### src/rtl/axis_arb_pkg.sv
// Shared types and helpers for the packet-granular AXI-Stream arbiter.
// The state enum is also what the Busy output reflects.
package axis_arb_pkg;

   typedef enum logic {
      ST_IDLE   = 1'b0,
      ST_LOCKED = 1'b1
   } arb_state_e;

   // Index width for a source count; never narrower than one bit.
   function automatic int idx_width(input int n);
      return (n > 1) ? $clog2(n) : 1;
   endfunction

endpackage

### src/rtl/axis_packet_arbiter_rr_pick.sv
// Combinational round-robin selector: first requester searching upward
// from (ptr_i + 1) mod NUM_SRC, returned one-hot.
module rr_pick #(
   parameter int NUM_SRC = 2,
   parameter int IDX_W   = 1
) (
   input  logic [NUM_SRC-1:0] req_i,
   input  logic [IDX_W-1:0]   ptr_i,
   output logic [NUM_SRC-1:0] pick_o,
   output logic               found_o
);

   logic [IDX_W-1:0] idx;

   always_comb begin
      pick_o  = '0;
      found_o = 1'b0;
      idx     = '0;
      for (int k = 1; k <= NUM_SRC; k++) begin
         idx = IDX_W'((int'(ptr_i) + k) % NUM_SRC);
         if (!found_o && req_i[idx]) begin
            pick_o[idx] = 1'b1;
            found_o     = 1'b1;
         end
      end
   end

endmodule

### src/rtl/axis_packet_arbiter.sv
// Packet-granular round-robin arbiter: one source owns the master port from
// grant until its tlast handshake; completed packets are counted.
module axis_packet_arbiter
   import axis_arb_pkg::*;
#(
   parameter int NUM_SRC = 2,
   parameter int DATA_W  = 8,
   parameter int CNT_W   = 16
) (
   input  logic                      Clk,
   input  logic                      ResetN,
   input  logic                      En,
   input  logic [NUM_SRC-1:0]        S_AXIS_tvalid,
   output logic [NUM_SRC-1:0]        S_AXIS_tready,
   input  logic [NUM_SRC-1:0]        S_AXIS_tlast,
   input  logic [NUM_SRC*DATA_W-1:0] S_AXIS_tdata,
   output logic                      M_AXIS_tvalid,
   input  logic                      M_AXIS_tready,
   output logic                      M_AXIS_tlast,
   output logic [DATA_W-1:0]         M_AXIS_tdata,
   output logic [NUM_SRC-1:0]        Grant,
   output logic                      Busy,
   output logic [CNT_W-1:0]          PacketCount
);

   localparam int IdxW = idx_width(NUM_SRC);

   arb_state_e         state_q, state_d;
   logic [NUM_SRC-1:0] grant_q, grant_d;
   logic [IdxW-1:0]    ptr_q, ptr_d;
   logic [CNT_W-1:0]   cnt_q, cnt_d;
   logic [IdxW-1:0]    gidx;
   logic [NUM_SRC-1:0] pick;
   logic               found;

   rr_pick #(
      .NUM_SRC (NUM_SRC),
      .IDX_W   (IdxW)
   ) u_pick (
      .req_i   (S_AXIS_tvalid),
      .ptr_i   (ptr_q),
      .pick_o  (pick),
      .found_o (found)
   );

   always_comb begin
      gidx = '0;
      for (int i = 0; i < NUM_SRC; i++) begin
         if (grant_q[i]) gidx = IdxW'(i);
      end
   end

   // Valid/ready contract: a beat moves when valid and ready are both high
   // on a rising edge; only the granted source ever sees ready, and it sees
   // the downstream ready directly so no beat is buffered here.
   always_comb begin
      M_AXIS_tvalid = 1'b0;
      M_AXIS_tlast  = 1'b0;
      M_AXIS_tdata  = '0;
      S_AXIS_tready = '0;
      if (state_q == ST_LOCKED) begin
         M_AXIS_tvalid       = S_AXIS_tvalid[gidx];
         M_AXIS_tlast        = S_AXIS_tlast[gidx];
         M_AXIS_tdata        = S_AXIS_tdata[gidx*DATA_W +: DATA_W];
         S_AXIS_tready[gidx] = M_AXIS_tready;
      end
   end

   always_comb begin
      state_d = state_q;
      grant_d = grant_q;
      ptr_d   = ptr_q;
      cnt_d   = cnt_q;
      case (state_q)
         ST_IDLE: begin
            if (En && found) begin
               grant_d = pick;
               state_d = ST_LOCKED;
            end
         end
         ST_LOCKED: begin
            // Only the closing beat releases the lock; En is ignored here.
            if (M_AXIS_tvalid && M_AXIS_tready && M_AXIS_tlast) begin
               ptr_d   = gidx;
               cnt_d   = cnt_q + CNT_W'(1);
               grant_d = '0;
               state_d = ST_IDLE;
            end
         end
         default: state_d = ST_IDLE;
      endcase
   end

   always_ff @(posedge Clk or negedge ResetN) begin
      if (!ResetN) begin
         state_q <= ST_IDLE;
         grant_q <= '0;
         ptr_q   <= IdxW'(NUM_SRC - 1);
         cnt_q   <= '0;
      end else begin
         state_q <= state_d;
         grant_q <= grant_d;
         ptr_q   <= ptr_d;
         cnt_q   <= cnt_d;
      end
   end

   assign Grant       = grant_q;
   assign Busy        = (state_q == ST_LOCKED);
   assign PacketCount = cnt_q;

endmodule

### config.mk
export PLATFORM = sky130hd
export DESIGN_NAME = axis_packet_arbiter
export DESIGN_NICKNAME = d
export VERILOG_FILES = /design/src/rtl/axis_arb_pkg.sv /design/src/rtl/axis_packet_arbiter_rr_pick.sv /design/src/rtl/axis_packet_arbiter.sv
export SDC_FILE = /design/constraint.sdc
export NUM_CORES = 1
export LEC_CHECK = 0
export CELL_PAD_IN_SITES_DETAIL_PLACEMENT = 1
export CELL_PAD_IN_SITES_GLOBAL_PLACEMENT = 2
export CORE_ASPECT_RATIO = 0.7
export CORE_MARGIN = 10
export CORE_UTILIZATION = 26
export CTS_BUF_LIST = sky130_fd_sc_hd__clkbuf_4 sky130_fd_sc_hd__clkbuf_8
export CTS_CLUSTER_DIAMETER = 200
export DETAILED_ROUTE_END_ITERATION = 6
export PLACE_DENSITY = 0.84
export SLEW_MARGIN = 20
export SYNTH_ARGS = -nofsm -noshare
export SYNTH_HDL_FRONTEND = slang
export SYNTH_HIERARCHICAL = 1
export SYNTH_SLANG_ARGS = --single-unit
### constraint.sdc
create_clock -name Clk -period 3.7 [get_ports Clk]
set_input_delay 0.74 -clock Clk [delete_from_list [all_inputs] [get_ports Clk]]
set_output_delay 0.74 -clock Clk [all_outputs]
set_load 0.01 [all_outputs]
# After elaboration in Yosys (flattened, before gate mapping)
# Index checks and enable logic that the tools add are counted.
# W data, S select, Z words.
[classes]
n_addsub = 3
order_cmp = 6
n_eq_ne = 2
shifts = 1
mux = 29
bitwise_logic = 3
n_reduce_logical = 10
[ops]
columns = ["op", "n"]
rows = [
  ["$mux W1", 18],
  ["$add A16 B1 Y16 const B", 1],
  ["$shiftx A16 B5 Y8", 1],
  ["$mux W2", 5],
  ["$mux W8", 1],
  ["$logic_and A1 B1 Y1", 7],
  ["$lt A1 B2 Y1 const B", 3],
  ["$pmux W2 S2", 1],
  ["$reduce_and A2 Y1", 2],
  ["$demux W1 S1", 3],
  ["$ge A1 B1 Y1 const B", 3],
  ["$add A1 B1 Y1 const B", 2],
  ["$and A2 B2 Y2", 1],
  ["$ne A2 B1 Y1 const B", 1],
  ["$ne A2 B2 Y1 const B", 1],
  ["$or A2 B2 Y2", 1],
  ["$pmux W1 S2", 1],
  ["$logic_not A1 Y1", 1],
  ["$not A1 Y1", 1],
]
[totals]
register_bits = 20
in_bits = 24
out_inout_bits = 31

# Depth between registers and ports, before layout
[depth]
depth_word = 10
ltp_mapped = 5

# Cells and area by module
# Netlist, hierarchy kept.
[by_module_without_submodules]
columns = ["module", "instances", "cells_each", "area_per_inst_um2"]
rows = [
  ["axis_packet_arbiter", 1, 104, 1126.1],
  ["rr_pick", 1, 4, 25.0],
]

# Worst setup path after synthesis
# OpenSTA, ideal clock, no wires.
[synth_path]
path_type = "input to output"
start = "input port M_AXIS_tready"
end = "output port S_AXIS_tready[0]"
arrival_time_ns = 1.006
t_required_ns = 2.960
slack_ns = 1.954
cell_stages = 2
path_buffers = 0
cell_sequence = "nand2_1 > nor2_1"
[synth_via]
elab_chain_cells = 2
[synth_rtl]
columns = ["element", "line_no", "text"]
rows = [
  ["from (decl)", "axis_packet_arbiter.sv:18", "input logic M_AXIS_tready,"],
  ["$and A2 B2 Y2 (no source line)", "-", ""],
  ["$mux W2", "axis_packet_arbiter.sv:61", "if (state_q == ST_LOCKED) begin"],
  ["to (decl)", "axis_packet_arbiter.sv:14", "output logic [NUM_SRC-1:0] S_AXIS_tready,"],
]
# No other way between the ends.

# Worst setup path in the final report
[layout_path]
start = "input port S_AXIS_tvalid[0]"
end = "output port M_AXIS_tvalid"
[layout_via]
elab_chain_cells = 3
[layout_rtl]
columns = ["element", "line_no", "text"]
rows = [
  ["from (decl)", "axis_packet_arbiter.sv:13", "input logic [NUM_SRC-1:0] S_AXIS_tvalid,"],
  ["$mux W1 (not written as such) (2 in series)", "axis_packet_arbiter.sv:62", "M_AXIS_tvalid = S_AXIS_tvalid[gidx];"],
  ["$mux W1", "axis_packet_arbiter.sv:61", ""],
  ["to (decl)", "axis_packet_arbiter.sv:17", "output logic M_AXIS_tvalid,"],
]
# No other way between the ends. The select of a mux whose other input is x is not followed.

==> implementation parameters <==
Parameter                              Value

Routing
  Total Wirelength    3915 µm
  Count of antenna-violating nets left after detailed routing    0
  Routed wire length per instance    18.04 µm
  Post-route DRC    0
  Via-per-instance ratio    4.507
  Via count    about 1000
  Number of DRC markers after the initial detailed-route iteration    43
  DR pass1 iterations    4

Floorplanning
  Horiz. Die Dim    roughly 100 µm
  Die Y-Extent    around 76 µm
  Number of cell rows    20
  Area of the die    around 7500 µm²
  Num ports    55
  Area of the placeable core    between 4000 and 5000 µm²
  Effective utilization at floorplan    a little over a quarter

Synthesis
  Total of flip-flops plus latches after synthesis    20
  Dominant cell type by area after synthesis    dfrtp_1
  Synth top cells by count    dfrtp_1, xnor2_1, nand2_1
  Mean Syn Cell Area    around 11 µm²
  Share of flip-flops with an asynchronous set or reset after synthesis    100.0%
  Sequential share of the synthesized area    a little over two fifths
  Share of the synthesized area in the top cell type    41.30%
  Netlist Area Pre-Place    1151 µm²
  Cell count after synthesis    108
  Most used DFF post-synth    dfrtp_1
  Total number of yosys warnings    6
  Main area contributors after synthesis    dfrtp_1, xnor2_1, mux2i_1
  Net count after synthesis    about 130
  Number of enable-type register cells in the synthesized netlist    0
  Library cell with the highest instance count after synthesis    dfrtp_1
  Distinct cell type count after synthesis    29

STA
  Final worst hold slack    between 400 and 500 ps
  Peak Freq    349.4 MHz
  Final Critical Period    2862 ps
  Final period util    between 70% and 80%
  Aggregate negative setup slack    0 ps
  Unrepaired setup endpoints after global routing    no
  Pin slew with the least headroom to its limit    roughly 930 ps
  Final clock skew    between 8 and 9 ps
  Final setup fails    0
  Hold violation count in the final report    0
  Worst max-slew margin expressed relative to the limit    a little under two fifths
  Final number of max-transition violations    0

Setup path
  Critical Path Start Type    input pin
  Critical path arrival    roughly 2100 ps
  Crit path required time    between 2000 and 3000 ps
  Worst-path maximum fanout    5
  Category of the critical setup timing path    input pin to output port
  Kind of end point of the critical path    output port

Clocking
  Clk Latency, worst-skew pair    260 ps
  Setup repair bufs after CTS    0
  Clock buffers created by TritonCTS    3
  CTS tree    done
  Hold_buf cts    0
  Clock Tree Root    clkbuf_8
  Post-CTS sizing    0
  Clock-pin slew of the registers on the worst-case setup and hold paths    roughly 80 ps
  Sink Count    20
  Max Root-Sink Buffers    2
  H-tree depth    1

GRT
  Total overflow reported by the global router    0
  Via count of the first global-routing pass    ~1.1k
  First-pass GRT wire length    ~6000 µm
  Initial antenna violation count    0
  All-Layer GR Usage    between 10 and 15%
  Pin count of the biggest net entering global routing    21

Run
  Max Cap Violations    0

Power and ir drop
  Pwr per Cell Area    536.9 nW/µm²
  Overall power consumption    ~0.00096 W
  Peak ir drop on the vdd network    343.7 µV
  Static leakage power    about 0.7 nW

Placed design
  PortBufs    54
  Dpl hpwl    around 3200 µm
  Routability congestion estimate from global placement    approximately 0.75
  Placed inst area    roughly 1700 µm²
  Placed cell count    about 210

Min path
  Path category of the worst min-delay check    flip-flop to flip-flop

Cells and area
  Total non-filler cell area in the finished layout    around 1800 µm²
  Layout area overhead    54.78%
  Share of cells above drive strength 1    7.407%
  # diodes    0
  Count of placed standard cells in the final layout, fillers left out    217
  Final nets    188

Status
  Status    complete, no violations
## state kept, by name, summed over array words and instances, names as in the netlist
name         cells
ptr_q            1
Busy             1
PacketCount     16
Grant            2
## worst max-delay path, cell delays in order
cell             delay, ps
clkdlybuf4s50_1        590
mux2i_1                110
nor2b_1                140
clkdlybuf4s50_1        550
## metal layers
metal	up-vias	GRT usage [%]	routed length [µm]
met4	0	2.853	0
met5	-	0	0
met1	481	13.62	1869
li1	479	-	-
met3	0	2.446	112
met2	18	15.71	1933
## report_power, final
group | leakage (nW) | switching [W] | internal [W]
clock | 0.0262 | 0.0000733 | 0.0000840
combinational | 0.428 | 0.000169 | 0.000269
sequential | 0.265 | 0.0000980 | 0.000263
total | 0.720 | 0.000341 | 0.000616
## layout by cell type, fill, tap and decap left out
master	synthesis	final
a21boi_1	2	2
a21o_1	1	1
a21oi_4	2	2
and2_1	1	1
and3_1	6	6
and4_1	2	2
clkbuf_4	0	1
clkbuf_8	0	3
clkdlybuf4s50_1	0	54
dfrtp_1	19	19
dfstp_2	1	1
ha_1	1	1
inv_1	1	1
mux2_2	2	2
mux2i_1	10	10
nand2_1	11	11
nand3_1	5	5
nand3_2	1	1
nand3b_4	1	1
nand4_1	6	6
nand4b_1	1	1
nor2_1	2	2
nor2b_1	10	10
o21ai_0	2	2
or2_1	1	1
or2_2	1	1
xnor2_1	14	14
xor2_1	1	1
## worst paths after layout
path	startpoint	slack [ps]	endpoint	depth (start not counted)
setup / recovery	S_AXIS_tvalid[0]	840	M_AXIS_tvalid	4
hold / removal	PacketCount[15]$_DFFE_PN0P_	470	PacketCount[15]$_DFFE_PN0P_	1
setup reg to reg	Grant[1]$_DFFE_PN0P_	1670	PacketCount[1]$_DFFE_PN0P_	3
min in group asynchronous	ResetN	990	PacketCount[13]$_DFFE_PN0P_	1
max in group asynchronous	ResetN	2140	Grant[0]$_DFFE_PN0P_	1
hold reg to reg	PacketCount[15]$_DFFE_PN0P_	470	PacketCount[15]$_DFFE_PN0P_	1
## logic make-up (layout without fill, tap and decap cells)
group | Yosys count | after routing | share of synthesized area (%)
AO/OA/AOI/OAI | 7 | 7 | 5.652
XOR/XNOR | 15 | 15 | 11.41
adder cells (fa/ha/maj) | 1 | 1 | 1.087
buffers and inverters | 5 | 59 | 2.717
flip-flops | 20 | 20 | 43.59
multiplexers | 12 | 12 | 10.65
AND/OR/NAND/NOR | 48 | 48 | 24.89
## through the flow
| step | worst slack, ps | util [%] |
|---|---|---|
| after floorplan | 1954 | - |
| after global placement | 850.9 | 40.26 |
| after detailed placement | 836.3 | 40.26 |
| after CTS | 834.2 | 41.40 |
| after global routing | 788.4 | 41.40 |
| final | 837.5 | 41.40 |
## cell type report
| cell class | count | area, µm² |
|---|---|---|
| clock buffer | 4 | 48.80 |
| inverter | 1 | 3.754 |
| tap | 55 | 68.82 |
| sequential | 20 | 501.7 |
| multi-input combinational | 83 | 618.1 |
| fill | 487 | 2522 |
| timing repair buffer | 54 | 540.5 |
Power figures use the tool's default switching activity.
